===== src/rtl/tree_lru_victim.sv =====
// Per-set tree-PLRU table with a registered victim walk and a one-set-per-cycle flush sweeper.
// Optional macro TREE_LRU_VICTIM_LOCK_EN makes the walk steer around locked ways.
module tree_lru_victim #(
  parameter int WAYS     = 4,
  parameter int NUM_SETS = 64,
  parameter int SET_W    = $clog2(NUM_SETS)
) (
  input  logic                     clk,
  input  logic                     rst,
  input  logic                     flush_i,
  output logic                     busy_o,
  input  logic                     lookup_valid_i,
  input  logic [SET_W-1:0]         lookup_set_i,
  output logic                     victim_valid_o,
  output logic [WAYS-1:0]          victim_oh_o,
  output logic [$clog2(WAYS)-1:0]  victim_idx_o,
  input  logic                     upd_valid_i,
  input  logic [SET_W-1:0]         upd_set_i,
  input  logic [WAYS-1:0]          upd_way_oh_i,
  input  logic [WAYS-1:0]          lock_mask_i
);

  localparam int LEVELS = $clog2(WAYS);

  typedef enum logic {IDLE, SWEEP} state_t;

  // Node n of the heap lives at bit n; bit 0 does not exist.
  logic [WAYS-1:1]             r_tree [NUM_SETS];
  state_t                      r_state;
  logic [SET_W-1:0]            r_cnt;
  logic                        r_busy;
  logic                        r_valid;
  logic [WAYS-1:0]             r_oh;
  logic [LEVELS-1:0]           r_idx;

  logic                        w_sweep_we;
  logic                        w_upd_we;
  logic [LEVELS-1:0][WAYS-1:0] w_idx_sel;
  logic [LEVELS-1:0]           w_upd_idx;
  logic [LEVELS:0]             w_upd_leaf;
  logic [WAYS-1:1]             w_upd_old;
  logic [WAYS-1:1]             w_upd_bits;
  logic [WAYS-1:1]             w_lk_bits;
  logic [LEVELS:0]             w_node;
  logic                        w_dir;
  logic                        w_all_locked;
  logic [LEVELS-1:0]           w_vic_idx;
  logic [WAYS-1:0]             w_vic_oh;

  assign w_sweep_we = (r_state == SWEEP);
  assign w_upd_we   = upd_valid_i && (|upd_way_oh_i) && !w_sweep_we;

  // One-hot to binary: bit gb of the index is the OR of the ways whose number has bit gb set.
  for (genvar gb = 0; gb < LEVELS; gb++) begin : g_idx_bit
    for (genvar gi = 0; gi < WAYS; gi++) begin : g_idx_way
      if (((gi >> gb) % 2) == 1) begin : g_on
        assign w_idx_sel[gb][gi] = upd_way_oh_i[gi];
      end else begin : g_off
        assign w_idx_sel[gb][gi] = 1'b0;
      end
    end
    assign w_upd_idx[gb] = |w_idx_sel[gb];
  end

  assign w_upd_leaf = {1'b1, w_upd_idx};
  assign w_upd_old  = r_tree[upd_set_i];

  // A node is on the touched path when the leaf's ancestor at that depth is this node;
  // the next index bit (0 = left) decides whether the node points right (1) or left (0).
  for (genvar gi = 1; gi < WAYS; gi++) begin : g_upd_node
    localparam int              DEP  = $clog2(gi + 1) - 1;
    localparam logic [LEVELS:0] NODE = (LEVELS + 1)'(gi);
    assign w_upd_bits[gi] = ((w_upd_leaf >> (LEVELS - DEP)) == NODE)
                            ? ~w_upd_idx[LEVELS-1-DEP] : w_upd_old[gi];
  end

  // Lookups see the bits as they will be after this cycle's write.
  always_comb begin
    w_lk_bits = r_tree[lookup_set_i];
    if (w_sweep_we && (r_cnt == lookup_set_i)) begin
      w_lk_bits = '0;
    end else if (w_upd_we && (upd_set_i == lookup_set_i)) begin
      w_lk_bits = w_upd_bits;
    end
  end

`ifdef TREE_LRU_VICTIM_LOCK_EN
  logic [2*WAYS-1:1] w_sub_lock;

  // Subtree of node gi covers a contiguous run of ways.
  for (genvar gi = 1; gi < 2*WAYS; gi++) begin : g_sub_lock
    localparam int DEP  = $clog2(gi + 1) - 1;
    localparam int SPAN = 1 << (LEVELS - DEP);
    localparam int LO   = gi * SPAN - WAYS;
    assign w_sub_lock[gi] = &lock_mask_i[LO +: SPAN];
  end
  assign w_all_locked = w_sub_lock[1];
`else
  logic w_unused_lock;
  assign w_unused_lock = ^lock_mask_i;
  assign w_all_locked  = 1'b0;
`endif

  always_comb begin
    w_node = (LEVELS + 1)'(1);
    w_dir  = 1'b0;
    for (int d = 0; d < LEVELS; d++) begin
      w_dir = w_lk_bits[w_node[LEVELS-1:0]];
`ifdef TREE_LRU_VICTIM_LOCK_EN
      if (w_sub_lock[{w_node[LEVELS-1:0], w_dir}]) begin
        w_dir = ~w_dir;
      end
`endif
      w_node = {w_node[LEVELS-1:0], w_dir};
    end
  end

  // After LEVELS steps the walk sits on leaf WAYS+way, so the low bits are the way.
  assign w_vic_idx = (w_node[LEVELS] && !w_all_locked) ? w_node[LEVELS-1:0] : '0;
  assign w_vic_oh  = w_all_locked ? '0 : (WAYS'(1) << w_vic_idx);

  always_ff @(posedge clk or posedge rst) begin
    if (rst) begin
      for (int s = 0; s < NUM_SETS; s++) begin
        r_tree[s] <= '0;
      end
    end else if (w_sweep_we) begin
      r_tree[r_cnt] <= '0;
    end else if (w_upd_we) begin
      r_tree[upd_set_i] <= w_upd_bits;
    end
  end

  always_ff @(posedge clk or posedge rst) begin
    if (rst) begin
      r_state <= IDLE;
      r_cnt   <= '0;
      r_busy  <= 1'b0;
    end else begin
      case (r_state)
        IDLE: begin
          if (flush_i) begin
            r_state <= SWEEP;
            r_cnt   <= '0;
            r_busy  <= 1'b1;
          end
        end
        SWEEP: begin
          if (flush_i) begin
            r_cnt <= '0;
          end else if (r_cnt == SET_W'(NUM_SETS - 1)) begin
            r_state <= IDLE;
            r_busy  <= 1'b0;
          end else begin
            r_cnt <= r_cnt + 1'b1;
          end
        end
        default: begin
          r_state <= IDLE;
          r_busy  <= 1'b0;
        end
      endcase
    end
  end

  always_ff @(posedge clk or posedge rst) begin
    if (rst) begin
      r_valid <= 1'b0;
      r_oh    <= WAYS'(1);
      r_idx   <= '0;
    end else begin
      r_valid <= lookup_valid_i;
      if (lookup_valid_i) begin
        r_oh  <= w_vic_oh;
        r_idx <= w_vic_idx;
      end
    end
  end

  assign busy_o         = r_busy;
  assign victim_valid_o = r_valid;
  assign victim_oh_o    = r_oh;
  assign victim_idx_o   = r_idx;

endmodule

===== config.mk =====
export PLATFORM = sky130hd
export DESIGN_NAME = tree_lru_victim
export DESIGN_NICKNAME = d
export VERILOG_FILES = /design/src/rtl/tree_lru_victim.sv
export SDC_FILE = /design/constraint.sdc
export NUM_CORES = 1
export LEC_CHECK = 0
export ABC_AREA = 1
export CORE_UTILIZATION = 30
export CTS_CLUSTER_SIZE = 20
export DETAILED_ROUTE_END_ITERATION = 6
export DONT_BUFFER_PORTS = 1
export SKIP_CTS_REPAIR_TIMING = 1
export SLEW_MARGIN = 5
export SYNTH_ARGS = -nofsm -noshare
export SYNTH_HDL_FRONTEND = slang
export SYNTH_SLANG_ARGS = --single-unit

===== constraint.sdc =====
create_clock -name clk -period 7.1 [get_ports clk]
set_input_delay 0.71 -clock clk [delete_from_list [all_inputs] [get_ports clk]]
set_output_delay 0.71 -clock clk [all_outputs]
set_load 0.01 [all_outputs]

==> metrics.txt, run 1 <==
result of the run=finished, violations left; violations in the final reports=DRC; leftover overflow at the end of global routing=0; Port-buffer cells=0; CTS tree=done; post-layout minimum cycle time=3640 ps; Reg clk slew, reported paths=60 ps; Starting DRT DRC Count=1588; critical setup path kind=in2reg; number of global-route vias before repair=12700; r2r startpoint=r_state$_DFF_PP0_; Fmax=274 MHz; maximum number of pins on one net before global-route repair=102; library cell occupying the most area in the post-synthesis netlist=dfrtp_1; class of the tightest hold or removal check=in2async; count of different cell masters after synthesis=41; main flop type after synthesis=dfrtp_1; area growth from synthesis to final layout=9.02%; Post-Syn Instances=1926; fill cell instance count of the final layout=4450; worst reg2reg setup slack=3960 ps; number of buffers inserted during clock tree synthesis=25; total leakage power=0.00616 uW; Post-Syn Area per Cell=6.64 um^2; hpwl dp=29.1 mm; Root Buffer Master=clkbuf_16; worst-path maximum fanout=75; post-synth top area share=40.3%; cell depth of the worst flop-to-flop path=10; data required time at the worst endpoint=7500 ps; setup repair after global routing missed its margin=no; deepest level of the CTS H-tree=1; flip-flop and latch count after synthesis=207; Core Rows=75; worst relative slew slack=21.8%; share of the clock period used by the worst path after layout=51.3%; DIE WIDTH=208 um; clock skew after layout=25.6 ps; overall power=2830 uW; first-pass iteration count of the detailed router=7; height of the die=208 um; number of I/O pins=33; Total Nets Final=1878; most common cell in the netlist=nand2_1; post-detailed-route count of antenna-violating nets=0; count of vias placed by the detailed router=13300; via count normalized by instance count=5.50; pwr dens=203 nW/um^2; max-slew violation count=0; crit path launch type=input pin; fraction of final layout cells sized beyond drive strength 1=4.86%; total core area=41900 um^2; ant diodes=0; final routed wirelength across all metal layers=48.3 mm; post-detailed-route DRC marker count=6; max cap viols=0; netlist area before placement=12800 um^2; routed wire length per instance=20.1 um; Synth warnings=0; asr flop ratio synth=100%; number of antenna violations at the first check in global routing=1; worst supply voltage drop on vdd=0.153 mV; first-pass GRT wire length=74.6 mm; Initial Util=30.5%; global-route total usage across every layer=22.2%; Die Footprint=43400 um^2; final estimated routing congestion in global placement=0.938; transition time at the pin with the least slew margin=1170 ps; Data arrival, critical path=4050 ps; number of synthesized flops with an enable pin=0; cell types occupying the most area after synthesis=dfrtp_1 (40%), nand2_1 (23%), nand3_1 (7.1%); worst r2r dst=victim_idx_o[0]$_DFFE_PP0P_; sequential fraction of the synthesis area=40.5%; Final setup violation count=0; maximum buffer depth of the clock tree=3; worst skew pair latency=550 ps; setup tns final=0 ps; most frequent cells after synthesis=nand2_1 (770), dfrtp_1 (206), nand3_1 (181); Crit. End Element=flip-flop; Synthesized Nets=1952; number of hold-slack violations in the final timing report=0; # clock sinks=207
[critical path, stage by stage]
cell and delay (ps):
inv_2 450, buf_4 550, o21ai_0 170, nand2_1 90, nand2_1 50, nand2_1 50
nand2_1 90, nand2_1 80, nand2_1 50, nor2_1 160, nand3_2 100, nand2_2 610
buf_4 620, o21ai_0 160
[flip-flops by register name (all words and copies together), names as in the netlist]
register,count
r_cnt,6
victim_valid_o,1
victim_oh_o,4
victim_idx_o,2
busy_o,1
r_tree,192
r_state,1
[worst max-delay path by stage]
| stage | startpoint | endpoint | slack, ps | depth (start not counted) |
|---|---|---|---|---|
| 5_1_grt | upd_set_i[0] | r_tree[185]$_DFFE_PP0P_ | 3260 | 14 |
| 4_1_cts | upd_set_i[0] | r_tree[185]$_DFFE_PP0P_ | 3620 | 14 |
| 3_3_place_gp | upd_set_i[0] | r_tree[188]$_DFFE_PP0P_ | 3060 | 14 |
| 6_report | upd_set_i[0] | r_tree[185]$_DFFE_PP0P_ | 3460 | 14 |
| 3_5_place_dp | upd_set_i[0] | r_tree[185]$_DFFE_PP0P_ | 3070 | 14 |
| 2_1_floorplan | rst | busy_o$_DFFE_PP0P_ | 740 | 1 |
[report_power, final]
group          internal [uW]  switching [uW]
clock                    851             543
combinational           45.3             197
sequential              1190            8.67
[logic make-up (layout without fill, tap and decap cells)]
family                   Yosys count  count (layout)  synth area share, %
flip-flops                       207             207                 40.5
adder cells (fa/ha/maj)            1               1               0.0979
XOR/XNOR                           1               1               0.0685
AND/OR/NAND/NOR                 1136            1136                 36.6
AO/OA/AOI/OAI                    322             322                 14.2
buffers and inverters            259             204                 8.50
[metal layers]
layer / GRT usage [%] / vias to the layer above / part of all wire [%]
met5: 0 / - / 0.027
met2: 34.4 / 619 / 44
met1: 29.3 / 6353 / 41
li1: - / 6143 / -
met3: 4.68 / 134 / 9.7
met4: 10.9 / 2 / 4.9
[cells in the final DEF, fill, tap and decap left out, types with 19 or more instances in the layout]
| cell type | netlist | final |
|---|---|---|
| clkbuf_16 | 0 | 25 |
| inv_1 | 132 | 130 |
| o21ai_1 | 112 | 112 |
| nor2_1 | 101 | 100 |
| a21oi_1 | 73 | 73 |
| nand3_1 | 181 | 181 |
| nor3_1 | 45 | 45 |
| nand2_1 | 770 | 770 |
| o21ai_0 | 68 | 68 |
| dfrtp_1 | 206 | 206 |
| a32o_1 | 19 | 19 |
| o22ai_1 | 24 | 24 |
[per-stage QoR]
| stage | instance area, um^2 | instances | hold slack [ps] | setup WS, ps | util, % |
|---|---|---|---|---|---|
| after floorplan | 12800 | 1926 | 446 | 739 | - |
| after global placement | 13000 | 2364 | 465 | 3060 | 31.1 |
| after detailed placement | 13000 | 2364 | 469 | 3070 | 31.1 |
| after CTS | 13900 | 2410 | 121 | 3620 | 33.2 |
| after global routing | 13900 | 2410 | 144 | 3260 | 33.2 |
| final | 13900 | 2410 | 91.9 | 3460 | 33.2 |
[area by class of cell]
class / count / area [um^2] / share of cell area (%)
multi-input cells: 1460 / 6530 / 46.9
flip-flops and latches: 207 / 5180 / 37.2
clock buffers: 40 / 812 / 5.83
well taps: 539 / 674 / 4.84
inverters: 145 / 557 / 4.00
repair buffers: 13 / 97.6 / 0.700
clock inverters: 6 / 83.8 / 0.602
Power figures use the tool's default switching activity.
==> inputs of run 2 (changes only) <==
==> constraint.sdc (replaced) <==
create_clock -name clk -period 3.7 [get_ports clk]
set_input_delay 0.37 -clock clk [delete_from_list [all_inputs] [get_ports clk]]
set_output_delay 0.37 -clock clk [all_outputs]
set_load 0.01 [all_outputs]
==> metrics.txt, run 2 (same netlist as run 1, synthesis figures left out) <==
DIE WIDTH=208 um (unchanged); maximum buffer depth of the clock tree=3 (unchanged); register ranked first by flip-flop count=r_tree; number of antenna violations at the first check in global routing=0 (-1); Final setup violation count=0 (unchanged); first-pass iteration count of the detailed router=6 (-1); via count normalized by instance count=5.48 (-0.40%); max-slew violation count=0 (unchanged); Total Nets Final=1892 (+0.75%); power share of the clock group=48.9% (-0.3 points); area growth from synthesis to final layout=10.4%; number of I/O pins=33 (unchanged); worst supply voltage drop on vdd=0.279 mV (+82%); layer with the highest usage=met2; setup repair after global routing missed its margin=no; transition time at the pin with the least slew margin=1010 ps (-156 ps); met3 demand-to-capacity share in global routing=3.29% (-1.4 points); worst hold-check slack=0.788 ps (-91.1 ps); clock skew after layout=12.9 ps (-12.6 ps); number of buffers inserted during clock tree synthesis=26 (+4.0%); hold wc startpoint=lookup_valid_i; crit path launch type=flip-flop; first-pass GRT wire length=74.9 mm (+0.35%); Data arrival, critical path=3020 ps (-1030 ps); Initial Util=30.5% (unchanged); max FFs per register=192 (unchanged); final estimated routing congestion in global placement=0.941 (+0.32%); number of hold-slack violations in the final timing report=0 (unchanged); count of vias placed by the detailed router=13300 (+0.22%); commonest non-fill, non-tap cells in the layout=nand2_1 (770), dfrtp_1 (206), nand3_1 (181); data required time at the worst endpoint=4120 ps (-3380 ps); met2 track demand over resource in global routing=33.8% (-0.58 points); Reg clk slew, reported paths=50 ps (about the same); class of the tightest hold or removal check=in2reg; Int Power=4010 uW (+93%); cell depth of the worst flop-to-flop path=11 (+1); Root Buffer Master=clkbuf_16; Crit. End Element=flip-flop; pwr dens=385 nW/um^2 (+89%); worst r2r dst=victim_idx_o[0]$_DFFE_PP0P_; share of the clock period used by the worst path after layout=70.2%; number of instances on the worst hold path=2; deepest level of the CTS H-tree=1 (unchanged); switching power of the nets=1420 uW (+90%); height of the die=208 um (unchanged); global-route track usage on met1=30.3% (+1.0 points); final routed wirelength across all metal layers=48.2 mm (-0.31%); Final Cell Area=14100 um^2 (+1.3%); placed cell areas=13200 um^2 (+1.0%); Starting DRT DRC Count=1594 (+0.38%); overall power=5430 uW (+92%); hpwl dp=29.8 mm (+2.5%); setup tns final=0 ps (unchanged); most common cell after layout, fill and taps aside=nand2_1; # clock sinks=207 (unchanged); number of global-route vias before repair=12600 (-0.66%); Core Rows=75 (unchanged); worst reg2reg setup slack=1100 ps (-2860 ps); maximum number of pins on one net before global-route repair=131 (+28%); combinational power share=8.9% (+0.4 points); post-detailed-route DRC marker count=0 (-6); post-layout minimum cycle time=2600 ps; global-route total usage across every layer=22.1% (-0.11 points); post-detailed-route count of antenna-violating nets=0 (unchanged); worst skew pair latency=550 ps (about the same); routed wire length per instance=19.9 um (-0.93%); Port-buffer cells=0 (unchanged); result of the run=completed; switching share of power=26.1% (-0.30 points); Die Footprint=43400 um^2 (unchanged); CTS tree=done; r2r startpoint=r_state$_DFF_PP0_; max cap viols=0 (unchanged); sequential fraction of design power=42.3% (about the same); Fmax=385 MHz; critical setup path kind=reg2reg; ant diodes=0 (unchanged); total leakage power=0.00625 uW (+1.4%); fill cell instance count of the final layout=4468 (+0.40%); fraction of final layout cells sized beyond drive strength 1=5.41% (+0.54 points); worst-path maximum fanout=65 (-13%); worst relative slew slack=32.7% (+11 points); total core area=41900 um^2 (unchanged); end point of the most critical hold path=victim_idx_o[1]$_DFFE_PP0P_; leftover overflow at the end of global routing=0 (unchanged)
run 2: cell count changes in the layout (fill, tap and decap cells not counted):
cell,delta
clkbuf_1,+1
clkinvlp_4,+1
inv_8,-1
clkinv_2,+2
clkbuf_16,+2
buf_4,+5
clkbuf_8,-1
buf_12,+5
inv_6,-1
bufinv_16,-1
dlygate4sd3_1,+3
run 2: layer usage:
| layer | part of all wire, % | vias up |
|---|---|---|
| met5 | 0 | - |
| met4 | 5.2 | 0 |
| met3 | 9.4 | 138 |
| met2 | 43 | 677 |
| met1 | 42 | 6300 |
| li1 | - | 6165 |
run 2: power groups by stage:
| stage | Clock (uW) | Combinational [uW] | Sequential, uW |
|---|---|---|---|
| after CTS | 2700 | 467 | 2300 |
| after global routing | 2790 | 508 | 2300 |
| after detailed placement | 0 | 466 | 2340 |
| after floorplan | 0 | 335 | 2330 |
| after global placement | 0 | 464 | 2340 |
| final | 2650 | 480 | 2300 |
run 2: layout make-up:
cell class	instances	area, um^2	share of cell area (%)
inverter	145	553	3.92
tap	539	674	4.78
clock inverter	6	55.1	0.390
sequential	207	5180	36.7
multi-input combinational	1460	6530	46.3
timing repair buffer	26	265	1.88
clock buffer	42	852	6.04
run 2: worst max path at each step:
stage,from,endpoint,slack (ps),depth (start not counted)
2_1_floorplan,rst,busy_o$_DFFE_PP0P_,640,1
6_report,r_state$_DFF_PP0_,victim_idx_o[0]$_DFFE_PP0P_,1100,11
3_3_place_gp,lookup_set_i[0],victim_idx_o[0]$_DFFE_PP0P_,1160,14
4_1_cts,r_state$_DFF_PP0_,victim_idx_o[0]$_DFFE_PP0P_,1220,11
5_1_grt,r_state$_DFF_PP0_,victim_oh_o[1]$_DFFE_PP0P_,950,10
3_5_place_dp,lookup_set_i[0],victim_idx_o[0]$_DFFE_PP0P_,1170,14
run 2: through the flow:
stage | instances | utilization, % | setup WS, ps
2_1_floorplan | 1926 | - | 645
3_3_place_gp | 2374 | 31.4 | 1160
3_5_place_dp | 2374 | 31.4 | 1170
4_1_cts | 2422 | 33.6 | 1220
5_1_grt | 2425 | 33.6 | 950
6_report | 2425 | 33.6 | 1100
run 2: worst max-delay path, stage by stage, from the launching register on:
cell	delay (ps)
dfrtp_1	600
inv_6	480
o21ai_0	160
a21oi_1	130
nor3b_2	180
nand3_2	150
o21ai_1	320
inv_1	130
nand3_2	120
inv_2	30
nand2_1	60
nand3_1	80
==> inputs of run 3 (changes only) <==
==> constraint.sdc (replaced) <==
create_clock -name clk -period 2.4 [get_ports clk]
set_input_delay 0.24 -clock clk [delete_from_list [all_inputs] [get_ports clk]]
set_output_delay 0.24 -clock clk [all_outputs]
set_load 0.01 [all_outputs]
==> metrics.txt, run 3 (same netlist as run 1, synthesis figures left out) <==
Final Cell Area=14300 um^2 (+1.2%); post-detailed-route DRC marker count=0 (unchanged); total length of routed met2 wires=21.1 mm (+1.5%); deepest level of the CTS H-tree=1 (unchanged); ant diodes=0 (unchanged); max-slew violation count=0 (unchanged); Reg clk slew, reported paths=60 ps (about the same); post-layout minimum cycle time=2090 ps (-506 ps); leftover overflow at the end of global routing=0 (unchanged); # clock sinks=207 (unchanged); worst supply voltage drop on vdd=0.433 mV (+55%); class of the tightest hold or removal check=in2reg; maximum buffer depth of the clock tree=3 (unchanged); number of buffers inserted during clock tree synthesis=25 (-3.8%); number of hold-slack violations in the final timing report=2 (+2); Final setup violation count=0 (unchanged); violations in the final reports=hold timing; area growth from synthesis to final layout=11.7%; commonest non-fill, non-tap cells in the layout=nand2_1 (770), dfrtp_1 (206), nand3_1 (181); routed wire length per instance=19.7 um (-0.72%); crit path launch type=flip-flop; Port-buffer cells=0 (unchanged); CTS tree=done; Starting DRT DRC Count=1712 (+7.4%); height of the die=208 um (unchanged); metal3 WL=4.75 mm (+5.2%); sequential fraction of design power=43.0% (+0.7 points); count of vias placed by the detailed router=13200 (-0.35%); Initial Util=30.5% (unchanged); worst hold-check slack=-6.50 ps (-7.28 ps); global-route total usage across every layer=22.0% (-0.11 points); Total Nets Final=1912 (+1.1%); DIE WIDTH=208 um (unchanged); clock skew after layout=15.8 ps (+2.89 ps); critical setup path kind=reg2reg; number of I/O pins=33 (unchanged); Root Buffer Master=clkbuf_16; total core area=41900 um^2 (unchanged); Cell Count, Final, Fillers Out=2440 (+0.62%); share of the clock period used by the worst path after layout=87.1% (+17 points); setup repair after global routing missed its margin=no; Core Rows=75 (unchanged); Fmax=478 MHz (+24%); result of the run=finished, violations left; fraction of final layout cells sized beyond drive strength 1=5.73% (+0.33 points); number of antenna violations at the first check in global routing=1 (+1); Crit. End Element=flip-flop; first-pass GRT wire length=73.7 mm (-1.6%); data required time at the worst endpoint=2790 ps (-1330 ps); number of global-route vias before repair=12400 (-1.5%); final estimated routing congestion in global placement=0.953 (+1.3%); Data arrival, critical path=2480 ps (-540 ps); wire length the detailed router placed on met1=19.9 mm (-2.5%); combinational power share=9.5% (+0.6 points); maximum number of pins on one net before global-route repair=112 (-15%); highest layer used for signal routing=met4; most common cell after layout, fill and taps aside=nand2_1; worst relative slew slack=37.9% (+5.2 points); final routed wirelength across all metal layers=48.1 mm (-0.10%); Die Footprint=43400 um^2 (unchanged); worst-path maximum fanout=9 (-86%); placed cell areas=13400 um^2 (+1.8%); switching power of the nets=2130 uW (+50%); max cap viols=0 (unchanged); worst skew pair latency=540 ps (about the same); placed cell count=2393 (+0.80%); via count normalized by instance count=5.42 (-0.96%); power share of the clock group=47.5% (-1.4 points); transition time at the pin with the least slew margin=929 ps (-81.2 ps); hpwl dp=30.6 mm (+2.7%); pwr dens=576 nW/um^2 (+50%); total leakage power=0.00633 uW (+1.3%); max FFs per register=192 (unchanged); post-detailed-route count of antenna-violating nets=0 (unchanged); register ranked first by flip-flop count=r_tree; switching share of power=25.8% (-0.30 points); Int Power=6100 uW (+52%); first-pass iteration count of the detailed router=6 (unchanged)
[run 3: final timing paths]
kind | startpoint | end | slack [ps] | cells after the start
worst min-delay path | upd_set_i[4] | r_tree[53]$_DFFE_PP0P_ | -6 | 3
worst min register to register | r_tree[162]$_DFFE_PP0P_ | r_tree[162]$_DFFE_PP0P_ | 480 | 2
min in group asynchronous | rst | r_tree[149]$_DFFE_PP0P_ | 320 | 3
worst max register to register | r_cnt[0]$_DFFE_PP0P_ | r_tree[36]$_DFFE_PP0P_ | 310 | 5
worst max-delay path | r_cnt[0]$_DFFE_PP0P_ | r_tree[36]$_DFFE_PP0P_ | 310 | 5
max in group asynchronous | rst | r_tree[174]$_DFFE_PP0P_ | 1470 | 3
[run 3: critical path, cell delays in order (launching register included)]
cell,delay (ps)
dfrtp_1,530
inv_1,140
nor3_1,190
inv_1,410
o31ai_1,540
o22ai_1,130
[run 3: per-stage QoR]
| step | total power, uW | worst slack, ps | TNS [ps] | utilization (%) |
|---|---|---|---|---|
| floorplan | 4110 | -525 | -108240 | - |
| global placement | 4360 | 48.8 | 0 | 32.0 |
| detailed placement | 4360 | -20.6 | -20.6 | 32.0 |
| CTS | 8260 | 398 | 0 | 33.9 |
| global route | 8460 | 102 | 0 | 34.0 |
| finish | 8230 | 309 | 0 | 34.0 |
[run 3: final cells by class]
type	instances	area, um^2
Clock buffer	36	687
Fill cell	4464	27700
Timing Repair Buffer	47	528
Sequential cell	207	5180
Tap cell	539	674
Multi-Input combinational cell	1460	6530
Inverter	145	553
Clock inverter	6	130
[run 3: metal layers]
| metal | vias up | track usage, % |
|---|---|---|
| met5 | - | 0 |
| met1 | 6223 | 29.2 |
| met2 | 674 | 34.3 |
| li1 | 6208 | - |
| met3 | 129 | 3.86 |
| met4 | 0 | 10.8 |
[run 3: power groups by stage]
stage / logic (uW) / clock network (uW) / registers, uW
floorplan: 517 / 0 / 3590
global placement: 755 / 0 / 3600
detailed placement: 757 / 0 / 3600
CTS: 760 / 3960 / 3540
global route: 830 / 4090 / 3540
finish: 780 / 3910 / 3540
